==> src/rtl/apb_req_master_if.sv <==
// apb_req_master_if: bundles the request/response stream and the APB4 bus of
// apb_req_master into one interface.
//   req_*   : single-beat request stream (valid/ready) into the requester
//   rsp_*   : one-cycle response pulse out of the requester
//   P*      : APB4 master-side signals towards the slave
// Modports:
//   master : the requester's view (drives req_ready, rsp_*, PSEL..PSTRB)
//   slave  : the environment's view (drives req_*, PREADY, PRDATA, PSLVERR)
interface apb_req_master_if #(
  parameter int unsigned ADDR_WIDTH = 8,
  parameter int unsigned DATA_WIDTH = 32,
  parameter int unsigned STRB_WIDTH = DATA_WIDTH / 8
);

  // Request stream
  logic                  req_valid;
  logic                  req_ready;
  logic                  req_write;
  logic [ADDR_WIDTH-1:0] req_addr;
  logic [DATA_WIDTH-1:0] req_wdata;
  logic [STRB_WIDTH-1:0] req_strb;

  // Response pulse
  logic                  rsp_valid;
  logic [DATA_WIDTH-1:0] rsp_rdata;
  logic                  rsp_err;

  // APB4
  logic                  PSEL;
  logic                  PENABLE;
  logic                  PWRITE;
  logic [ADDR_WIDTH-1:0] PADDR;
  logic [DATA_WIDTH-1:0] PWDATA;
  logic [STRB_WIDTH-1:0] PSTRB;
  logic                  PREADY;
  logic [DATA_WIDTH-1:0] PRDATA;
  logic                  PSLVERR;

  modport master (
    input  req_valid, req_write, req_addr, req_wdata, req_strb,
    input  PREADY, PRDATA, PSLVERR,
    output req_ready,
    output rsp_valid, rsp_rdata, rsp_err,
    output PSEL, PENABLE, PWRITE, PADDR, PWDATA, PSTRB
  );

  modport slave (
    output req_valid, req_write, req_addr, req_wdata, req_strb,
    output PREADY, PRDATA, PSLVERR,
    input  req_ready,
    input  rsp_valid, rsp_rdata, rsp_err,
    input  PSEL, PENABLE, PWRITE, PADDR, PWDATA, PSTRB
  );

endinterface

==> src/rtl/apb_req_master.sv <==
// apb_req_master: upstream APB4 requester. Turns a valid/ready single-beat request
// stream into one SETUP/ACCESS transfer at a time and returns a one-cycle response
// pulse per transfer. An ACCESS-phase watchdog terminates transfers whose slave never
// raises PREADY (TIMEOUT = 0 disables it).
// Ports:
//   PCLK     : clock, rising edge
//   PRESETn  : synchronous active-low reset
//   bus      : apb_req_master_if.master -- request stream in, response pulse out,
//              APB4 master signals out, PREADY/PRDATA/PSLVERR in
// All APB and response outputs are registered; req_ready decodes the state register.
module apb_req_master #(
  parameter int unsigned ADDR_WIDTH = 8,
  parameter int unsigned DATA_WIDTH = 32,
  parameter int unsigned STRB_WIDTH = DATA_WIDTH / 8,
  parameter int unsigned TIMEOUT    = 16
) (
  input logic                PCLK,
  input logic                PRESETn,
  apb_req_master_if.master   bus
);

  localparam logic [1:0] StIdle   = 2'd0;
  localparam logic [1:0] StSetup  = 2'd1;
  localparam logic [1:0] StAccess = 2'd2;

  // Watchdog sized to hold TIMEOUT; keep at least one bit when disabled.
  localparam int unsigned WdWidth  = (TIMEOUT == 0) ? 1 : $clog2(TIMEOUT + 1);
  localparam bit          WdEnable = (TIMEOUT != 0);
  // Value the watchdog holds on the last permitted ACCESS cycle.
  localparam logic [WdWidth-1:0] WdLast = WdWidth'((TIMEOUT == 0) ? 0 : TIMEOUT - 1);
  localparam logic [WdWidth-1:0] WdMax  = {WdWidth{1'b1}};

  logic [1:0]            state_q,     state_d;
  logic [WdWidth-1:0]    wd_q,        wd_d;
  logic                  psel_q,      psel_d;
  logic                  penable_q,   penable_d;
  logic                  pwrite_q,    pwrite_d;
  logic [ADDR_WIDTH-1:0] paddr_q,     paddr_d;
  logic [DATA_WIDTH-1:0] pwdata_q,    pwdata_d;
  logic [STRB_WIDTH-1:0] pstrb_q,     pstrb_d;
  logic                  rsp_valid_q, rsp_valid_d;
  logic [DATA_WIDTH-1:0] rsp_rdata_q, rsp_rdata_d;
  logic                  rsp_err_q,   rsp_err_d;

  logic                  wd_expired;

  // Timeout fires on the ACCESS cycle where the watchdog would reach TIMEOUT.
  assign wd_expired = WdEnable && (wd_q == WdLast);

  always_comb begin
    state_d     = state_q;
    wd_d        = wd_q;
    psel_d      = psel_q;
    penable_d   = penable_q;
    pwrite_d    = pwrite_q;
    paddr_d     = paddr_q;
    pwdata_d    = pwdata_q;
    pstrb_d     = pstrb_q;
    rsp_valid_d = 1'b0;
    rsp_rdata_d = rsp_rdata_q;
    rsp_err_d   = rsp_err_q;

    case (state_q)
      StIdle: begin
        if (bus.req_valid) begin
          pwrite_d  = bus.req_write;
          paddr_d   = bus.req_addr;
          pwdata_d  = bus.req_wdata;
          // Reads never carry strobes onto the bus.
          pstrb_d   = bus.req_write ? bus.req_strb : '0;
          psel_d    = 1'b1;
          penable_d = 1'b0;
          state_d   = StSetup;
        end
      end

      StSetup: begin
        penable_d = 1'b1;
        wd_d      = '0;
        state_d   = StAccess;
      end

      StAccess: begin
        if (bus.PREADY) begin
          // PREADY has priority over a watchdog expiring in the same cycle.
          psel_d      = 1'b0;
          penable_d   = 1'b0;
          rsp_valid_d = 1'b1;
          rsp_err_d   = bus.PSLVERR;
          rsp_rdata_d = pwrite_q ? '0 : bus.PRDATA;
          state_d     = StIdle;
        end else if (wd_expired) begin
          psel_d      = 1'b0;
          penable_d   = 1'b0;
          rsp_valid_d = 1'b1;
          rsp_err_d   = 1'b1;
          rsp_rdata_d = '0;
          state_d     = StIdle;
        end else begin
          // Saturate rather than wrap so a disabled watchdog stays harmless.
          wd_d = (wd_q == WdMax) ? wd_q : wd_q + WdWidth'(1);
        end
      end

      default: begin
        psel_d    = 1'b0;
        penable_d = 1'b0;
        state_d   = StIdle;
      end
    endcase
  end

  always_ff @(posedge PCLK) begin
    if (!PRESETn) begin
      state_q     <= StIdle;
      wd_q        <= '0;
      psel_q      <= 1'b0;
      penable_q   <= 1'b0;
      pwrite_q    <= 1'b0;
      paddr_q     <= '0;
      pwdata_q    <= '0;
      pstrb_q     <= '0;
      rsp_valid_q <= 1'b0;
      rsp_rdata_q <= '0;
      rsp_err_q   <= 1'b0;
    end else begin
      state_q     <= state_d;
      wd_q        <= wd_d;
      psel_q      <= psel_d;
      penable_q   <= penable_d;
      pwrite_q    <= pwrite_d;
      paddr_q     <= paddr_d;
      pwdata_q    <= pwdata_d;
      pstrb_q     <= pstrb_d;
      rsp_valid_q <= rsp_valid_d;
      rsp_rdata_q <= rsp_rdata_d;
      rsp_err_q   <= rsp_err_d;
    end
  end

  assign bus.req_ready = (state_q == StIdle);
  assign bus.rsp_valid = rsp_valid_q;
  assign bus.rsp_rdata = rsp_rdata_q;
  assign bus.rsp_err   = rsp_err_q;
  assign bus.PSEL      = psel_q;
  assign bus.PENABLE   = penable_q;
  assign bus.PWRITE    = pwrite_q;
  assign bus.PADDR     = paddr_q;
  assign bus.PWDATA    = pwdata_q;
  assign bus.PSTRB     = pstrb_q;

  // Protocol sanity checks (ignored by synthesis).
  a_enable_needs_sel : assert property (@(posedge PCLK) penable_q |-> psel_q);
  a_rsp_one_cycle    : assert property (@(posedge PCLK) rsp_valid_q |=> !rsp_valid_q);
  a_setup_stable     : assert property (@(posedge PCLK)
      (PRESETn && state_q == StSetup) |=> ($stable(paddr_q) && $stable(pwdata_q) &&
                                           $stable(pstrb_q) && $stable(pwrite_q)));

endmodule
==> src/flat_wrapper.sv <==
// flat-port wrapper written by rule: the top's interface ports become plain ports
module apb_req_master_flat 
#(
  parameter int unsigned ADDR_WIDTH = 8,
  parameter int unsigned DATA_WIDTH = 32,
  parameter int unsigned STRB_WIDTH = DATA_WIDTH / 8,
  parameter int unsigned TIMEOUT    = 16
)
  (PCLK, PRESETn, bus_req_valid, bus_req_write, bus_req_addr, bus_req_wdata, bus_req_strb, bus_PREADY, bus_PRDATA, bus_PSLVERR, bus_req_ready, bus_rsp_valid, bus_rsp_rdata, bus_rsp_err, bus_PSEL, bus_PENABLE, bus_PWRITE, bus_PADDR, bus_PWDATA, bus_PSTRB);
  apb_req_master_if #(.ADDR_WIDTH(ADDR_WIDTH), .DATA_WIDTH(DATA_WIDTH), .STRB_WIDTH(STRB_WIDTH)) bus_i ();
  input logic PCLK;
  input logic PRESETn;
  input wire logic [$bits(bus_i.req_valid)-1:0] bus_req_valid;
  input wire logic [$bits(bus_i.req_write)-1:0] bus_req_write;
  input wire logic [$bits(bus_i.req_addr)-1:0] bus_req_addr;
  input wire logic [$bits(bus_i.req_wdata)-1:0] bus_req_wdata;
  input wire logic [$bits(bus_i.req_strb)-1:0] bus_req_strb;
  input wire logic [$bits(bus_i.PREADY)-1:0] bus_PREADY;
  input wire logic [$bits(bus_i.PRDATA)-1:0] bus_PRDATA;
  input wire logic [$bits(bus_i.PSLVERR)-1:0] bus_PSLVERR;
  output wire logic [$bits(bus_i.req_ready)-1:0] bus_req_ready;
  output wire logic [$bits(bus_i.rsp_valid)-1:0] bus_rsp_valid;
  output wire logic [$bits(bus_i.rsp_rdata)-1:0] bus_rsp_rdata;
  output wire logic [$bits(bus_i.rsp_err)-1:0] bus_rsp_err;
  output wire logic [$bits(bus_i.PSEL)-1:0] bus_PSEL;
  output wire logic [$bits(bus_i.PENABLE)-1:0] bus_PENABLE;
  output wire logic [$bits(bus_i.PWRITE)-1:0] bus_PWRITE;
  output wire logic [$bits(bus_i.PADDR)-1:0] bus_PADDR;
  output wire logic [$bits(bus_i.PWDATA)-1:0] bus_PWDATA;
  output wire logic [$bits(bus_i.PSTRB)-1:0] bus_PSTRB;
  assign bus_i.req_valid = bus_req_valid;
  assign bus_i.req_write = bus_req_write;
  assign bus_i.req_addr = bus_req_addr;
  assign bus_i.req_wdata = bus_req_wdata;
  assign bus_i.req_strb = bus_req_strb;
  assign bus_i.PREADY = bus_PREADY;
  assign bus_i.PRDATA = bus_PRDATA;
  assign bus_i.PSLVERR = bus_PSLVERR;
  assign bus_req_ready = bus_i.req_ready;
  assign bus_rsp_valid = bus_i.rsp_valid;
  assign bus_rsp_rdata = bus_i.rsp_rdata;
  assign bus_rsp_err = bus_i.rsp_err;
  assign bus_PSEL = bus_i.PSEL;
  assign bus_PENABLE = bus_i.PENABLE;
  assign bus_PWRITE = bus_i.PWRITE;
  assign bus_PADDR = bus_i.PADDR;
  assign bus_PWDATA = bus_i.PWDATA;
  assign bus_PSTRB = bus_i.PSTRB;
  apb_req_master #(.ADDR_WIDTH(ADDR_WIDTH), .DATA_WIDTH(DATA_WIDTH), .STRB_WIDTH(STRB_WIDTH), .TIMEOUT(TIMEOUT)) u_core (.PCLK(PCLK), .PRESETn(PRESETn), .bus(bus_i));
endmodule
==> config.mk <==
export PLATFORM = sky130hd
export DESIGN_NAME = apb_req_master_flat
export DESIGN_NICKNAME = d
export VERILOG_FILES = /design/src/rtl/apb_req_master_if.sv /design/src/rtl/apb_req_master.sv /design/src/flat_wrapper.sv
export SDC_FILE = /design/constraint.sdc
export NUM_CORES = 1
export LEC_CHECK = 0
export ABC_AREA = 1
export CORE_MARGIN = 2
export CORE_UTILIZATION = 40
export CTS_CLUSTER_SIZE = 20
export DETAILED_ROUTE_END_ITERATION = 8
export PLACE_DENSITY = 0.87
export SYNTH_ARGS = -nofsm -noshare
export SYNTH_HDL_FRONTEND = slang
export SYNTH_SLANG_ARGS = --single-unit
==> constraint.sdc <==
create_clock -name PCLK -period 2.62 [get_ports PCLK]
set_input_delay 0.655 -clock PCLK [delete_from_list [all_inputs] [get_ports PCLK]]
set_output_delay 0.655 -clock PCLK [all_outputs]
set_load 0.1 [all_outputs]
==> Word-level counts from Yosys, hierarchy flattened <==
Cells that the tools add are included.
{ "op_classes": {"addsub": 1, "eq_ne": 9, "muxes": 22, "n_bitwise": 1, "reduce_logical": 9} }
{ "ops": {"columns": ["op", "count"], "rows": [
  ["2-to-1 mux 32 bit", 3],
  ["2-to-1 mux 5 bit", 3],
  ["one-hot mux 5 bit (2 select lines)", 1],
  ["2-to-1 mux 1 bit", 8],
  ["!= test 2 bit, second input constant", 4],
  ["AND reduction 2 bit", 4],
  ["2-to-1 mux 2 bit", 3],
  ["one-hot mux 1 bit (3 select lines)", 2],
  ["one-hot mux 2 bit (3 select lines)", 1],
  ["adder 5 x 1 -> 5 bit, second input constant", 1],
  ["equality test 5 x 4 -> 1 bit, second input constant", 1],
  ["equality test 5 bit, second input constant", 1],
  ["2-to-1 mux 4 bit", 1],
  ["AND reduction 4 bit", 1],
  ["nonzero test 2 bit", 2],
  ["!= test 3 x 2 -> 1 bit, second input constant", 1],
  ["AND reduction 3 bit", 1],
  ["equality test 2 x 1 -> 1 bit, second input constant", 1],
  ["equality test 2 bit, second input constant", 1],
  ["zero test 2 bit", 1],
  ["inverter 1 bit", 1]
]} }
{ "word_totals": {"ff_bits": 88, "in_bits": 82} }

==> Longest topological paths before layout <==
{ "logic_depth": {"depth_word": 5, "mapped_depth": 10} }

==> Worst setup path after synthesis <==
No wires, ideal clock.
{ "synth_path": {"path_type": "register to register", "startpoint": "register u_core.state_q[1]", "endpoint": "register u_core.pwdata_q[10] (netlist: u_core.bus.PWDATA[10])", "setup_ps": 117, "t_arrival_ps": 2295, "required_time_ps": 2503, "setup_slack_ps": 208, "stages_incl_launch_ff": 7, "path_cell_list": "dfxtp_1 nor2_2 nand2_2 buf_6 buf_6 o21ai_0 nor2_1"} }
{ "synth_between": {"elab_chain_cells": 2} }
{ "synth_lines": {"columns": ["item", "line_no", "source"], "rows": [
  ["start, declared", "apb_req_master.sv:33", "logic [1:0] state_q, state_d;"],
  ["start signal, assigned", "apb_req_master.sv:115", "state_q <= StIdle;"],
  ["start signal, assigned", "apb_req_master.sv:127", "state_q <= state_d;"],
  ["zero test 2 bit", null, null],
  ["named net bus_req_ready", "flat_wrapper.sv:21", "output wire logic [$bits(bus_i.req_ready)-1:0] bus_req_ready;"],
  ["AND reduction 2 bit (no source line)", null, null],
  ["end signal, assigned", "apb_req_master.sv:133", "pwdata_q <= pwdata_d;"],
  ["end, declared", "apb_req_master.sv:39", "logic [DATA_WIDTH-1:0] pwdata_q, pwdata_d;"]
]} }
The timed path passes the listed nets, and every way through them passes these cells.
A chain may end at the register's enable or synchronous reset.

==> Worst setup path in the final report <==
{ "layout_path": {"startpoint": "register u_core.wd_q[0]", "endpoint": "register u_core.rsp_rdata_q[8] (netlist: u_core.bus.rsp_rdata[8])"} }
{ "layout_between": {"elab_chain_cells": 3} }
{ "layout_lines": {"columns": ["item", "line_no", "source"], "rows": [
  ["start, declared", "apb_req_master.sv:34", "logic [WdWidth-1:0] wd_q, wd_d;"],
  ["start signal, assigned", "apb_req_master.sv:128", "wd_q <= wd_d;"],
  ["equality test 5 x 4 -> 1 bit", "apb_req_master.sv:48", "assign wd_expired = WdEnable && (wd_q == WdLast);"],
  ["nonzero test 2 bit (no source line)", null, null],
  ["AND reduction 2 bit (no source line)", null, null],
  ["end signal, assigned", "apb_req_master.sv:136", "rsp_rdata_q <= rsp_rdata_d;"],
  ["end, declared", "apb_req_master.sv:42", "logic [DATA_WIDTH-1:0] rsp_rdata_q, rsp_rdata_d;"]
]} }
No other way between the ends.

==> impl_metrics.yaml <==
flow_run:
  drv_cap: 0
clock_tree:
  clockBufferDepth: 2
  worstSkewPairLatency_ns: 0.35
  root_buffer: "clkbuf_8"
  htreeDepth: 3
  cts_made_buffers: 9
  cts_setup_buffers: 0
  cts.clk_slew.worst_paths_ns: 0.08
  cts_tree: "done"
  clkSinkCount: 87
  hold_buffers: 0
  cts_resized: 0
yosys:
  synth_area_sq_um: 3350
  syn_area_per_cell_sq_um: 8.16
  synth-seq-cells: 87
  synthDistinctLibCells: 22
  yosysTopAreaCellShare_pct: 52.1
  syn_inst: 410
  yosys_warnings: 0
  synth_seq_area_share_pct: 52.1
  yosysTopAreaCell: "dfxtp_1"
  ys_top_cells_by_area: "dfxtp_1 (52%), nor2_1 (9.6%), o21ai_2 (7.6%), nand2_1 (6.4%), o21ai_0 (6.1%)"
  syn_nets: 495
setup_path:
  startpoint_type: "flop"
  crit_path_end_kind: "flop"
  rr_worst_depth: 9
  crit_type: "reg2reg"
  critPathMaxFanout: 32
  required_ns: 2.90
  cp_data_arrival_time_ns: 2.25
die:
  core_area_sq_um: 8180
  die_w_um: 95.5
  start_util_pct: 40.9
  rows: 33
  die_h_um: 95.5
  io_pins: 164
  die_area_sq_um: 9110
worst_hold_path:
  hp-class: "reg2reg"
  min_path_cells: 2
global_routing:
  grt_usage_pct: 18.8
  grt_overflow: 0
  antenna_found_initial: 0
  grt_pass1_vias: 2980
  grt_pass1_wl_um: 13300
  grt_max_degree: 52
timing:
  clock.fmax_mhz: 507
  final.period_utilization_pct: 75.3
  fin_crit_ns: 1.97
  rsz0062_at_grt: "false"
  tightestPinTransition_ns: 0.507
  fin_skew_ns: 0.0105
  timing.final.max_slew_violations: 0
  tns_ns: 0
  slew_headroom_pct: 66.2
  fin_hold_ws_ns: 0.474
  hold_violations: 0
  setup_viol: 0
cells_and_area:
  fin_util_pct: 61.4
  finalNetCount: 650
  drive_above_1_share_pct: 25.8
  final_cell_mix: "buf_4 (89), dfxtp_1 (87), nor2_1 (85), clkdlybuf4s50_1 (80), nand2_1 (57)"
  area_delta_synth_final_pct: 50.0
  antennaDiodeCount: 0
  final_common_cell: "buf_4"
route:
  viasPerCell: 4.74
  wirelength_um: 8900
  route.detailed.drc: 0
  wl_per_cell_um: 13.2
  vias: 3199
  dr.pass1.iters: 5
  ant_nets: 0
  drt-initial-drc-count: 169
placed_design:
  hpwlAfterDp_um: 6480
  place_congestion: 0.776
  numPortBuffers: 163
power_and_ir_drop:
  powerDensity_nw_per_um2: 662
  p_leak_nw: 2.18
  power_mw: 3.32
  peakVddDrop_uv: 269
run_status:
  run_status: "finished clean"
-- cell usage after synthesis, drive strengths merged --
master  instances
a21oi          12
buf            20
clkbuf          7
dfxtp          87
ha              3
inv            18
nand2          59
nand3          38
nand4           1
nor2           90
nor3            1
o21ai          74
-- routing by layer --
layer / part of all wire [%] / GRT usage, % / up-vias
li1: - / - / 1638
met1: 40 / 20.4 / 1451
met2: 50 / 33.3 / 97
met3: 7.9 / 6.25 / 13
met4: 1.6 / 7.86 / 0
met5: 0 / 0 / -
-- per-stage QoR --
step                      worst slack [ns]  std cells  cell area (sq um)
final                                0.648        675               5020
after global routing                 0.442        675               5020
after floorplan                      0.208        410               3350
after CTS                            0.639        675               5020
after global placement               0.480        659               4810
after detailed placement             0.416        659               4810
-- critical path, stage by stage (launching register included) --
cell and delay (ns):
dfxtp_1 0.36, ha_1 0.23, nand2_1 0.08, nor2_1 0.06
ha_1 0.17, nor2_1 0.27, nor2_4 0.08, inv_2 0.39
nand3_1 0.15, o21ai_2 0.09
-- report_power, final --
group | switching (mW) | internal, mW | leakage (nW)
combinational | 0.686 | 0.253 | 1.36
clock | 0.463 | 0.491 | 0.105
sequential | 0.0393 | 1.39 | 0.712
total | 1.19 | 2.13 | 2.18
-- cell type report --
cell class	instances	area [sq um]
Clock buffer	11	151
Clock inverter	5	56.3
Fill cell	686	3160
Inverter	18	67.6
Multi-Input combinational cell	278	1380
Sequential cell	87	1740
Tap cell	105	131
Timing Repair Buffer	171	1490
-- final timing paths --
kind | start | end | slack [ns]
worst max-delay path | u_core.wd_q[0] | u_core.bus.rsp_rdata[8] | 0.65
worst min-delay path | u_core.bus.PSTRB[3] | u_core.bus.PSTRB[3] | 0.47
worst max register to register | u_core.wd_q[0] | u_core.bus.rsp_rdata[8] | 0.65
worst min register to register | u_core.bus.PSTRB[3] | u_core.bus.PSTRB[3] | 0.47
-- state kept, by name, summed over array words and instances, names as in the netlist, 2 cells and up --
signal                count
u_core.bus.PWDATA        32
u_core.bus.rsp_rdata     32
u_core.bus.PADDR          8
u_core.wd_q               5
u_core.bus.PSTRB          4
u_core.state_q            2
-- logic make-up (layout without fill, tap and decap cells) --
kind of cell / after synthesis / after routing / synth area share [%]
AOI/OAI and AO/OA: 86 / 86 / 16.1
buffers and inverters: 45 / 205 / 6.92
and+or+nand+nor: 189 / 189 / 23.8
DFF: 87 / 87 / 52.1
adders and majority gates: 3 / 3 / 1.12
(Power assumes the default switching activity.)
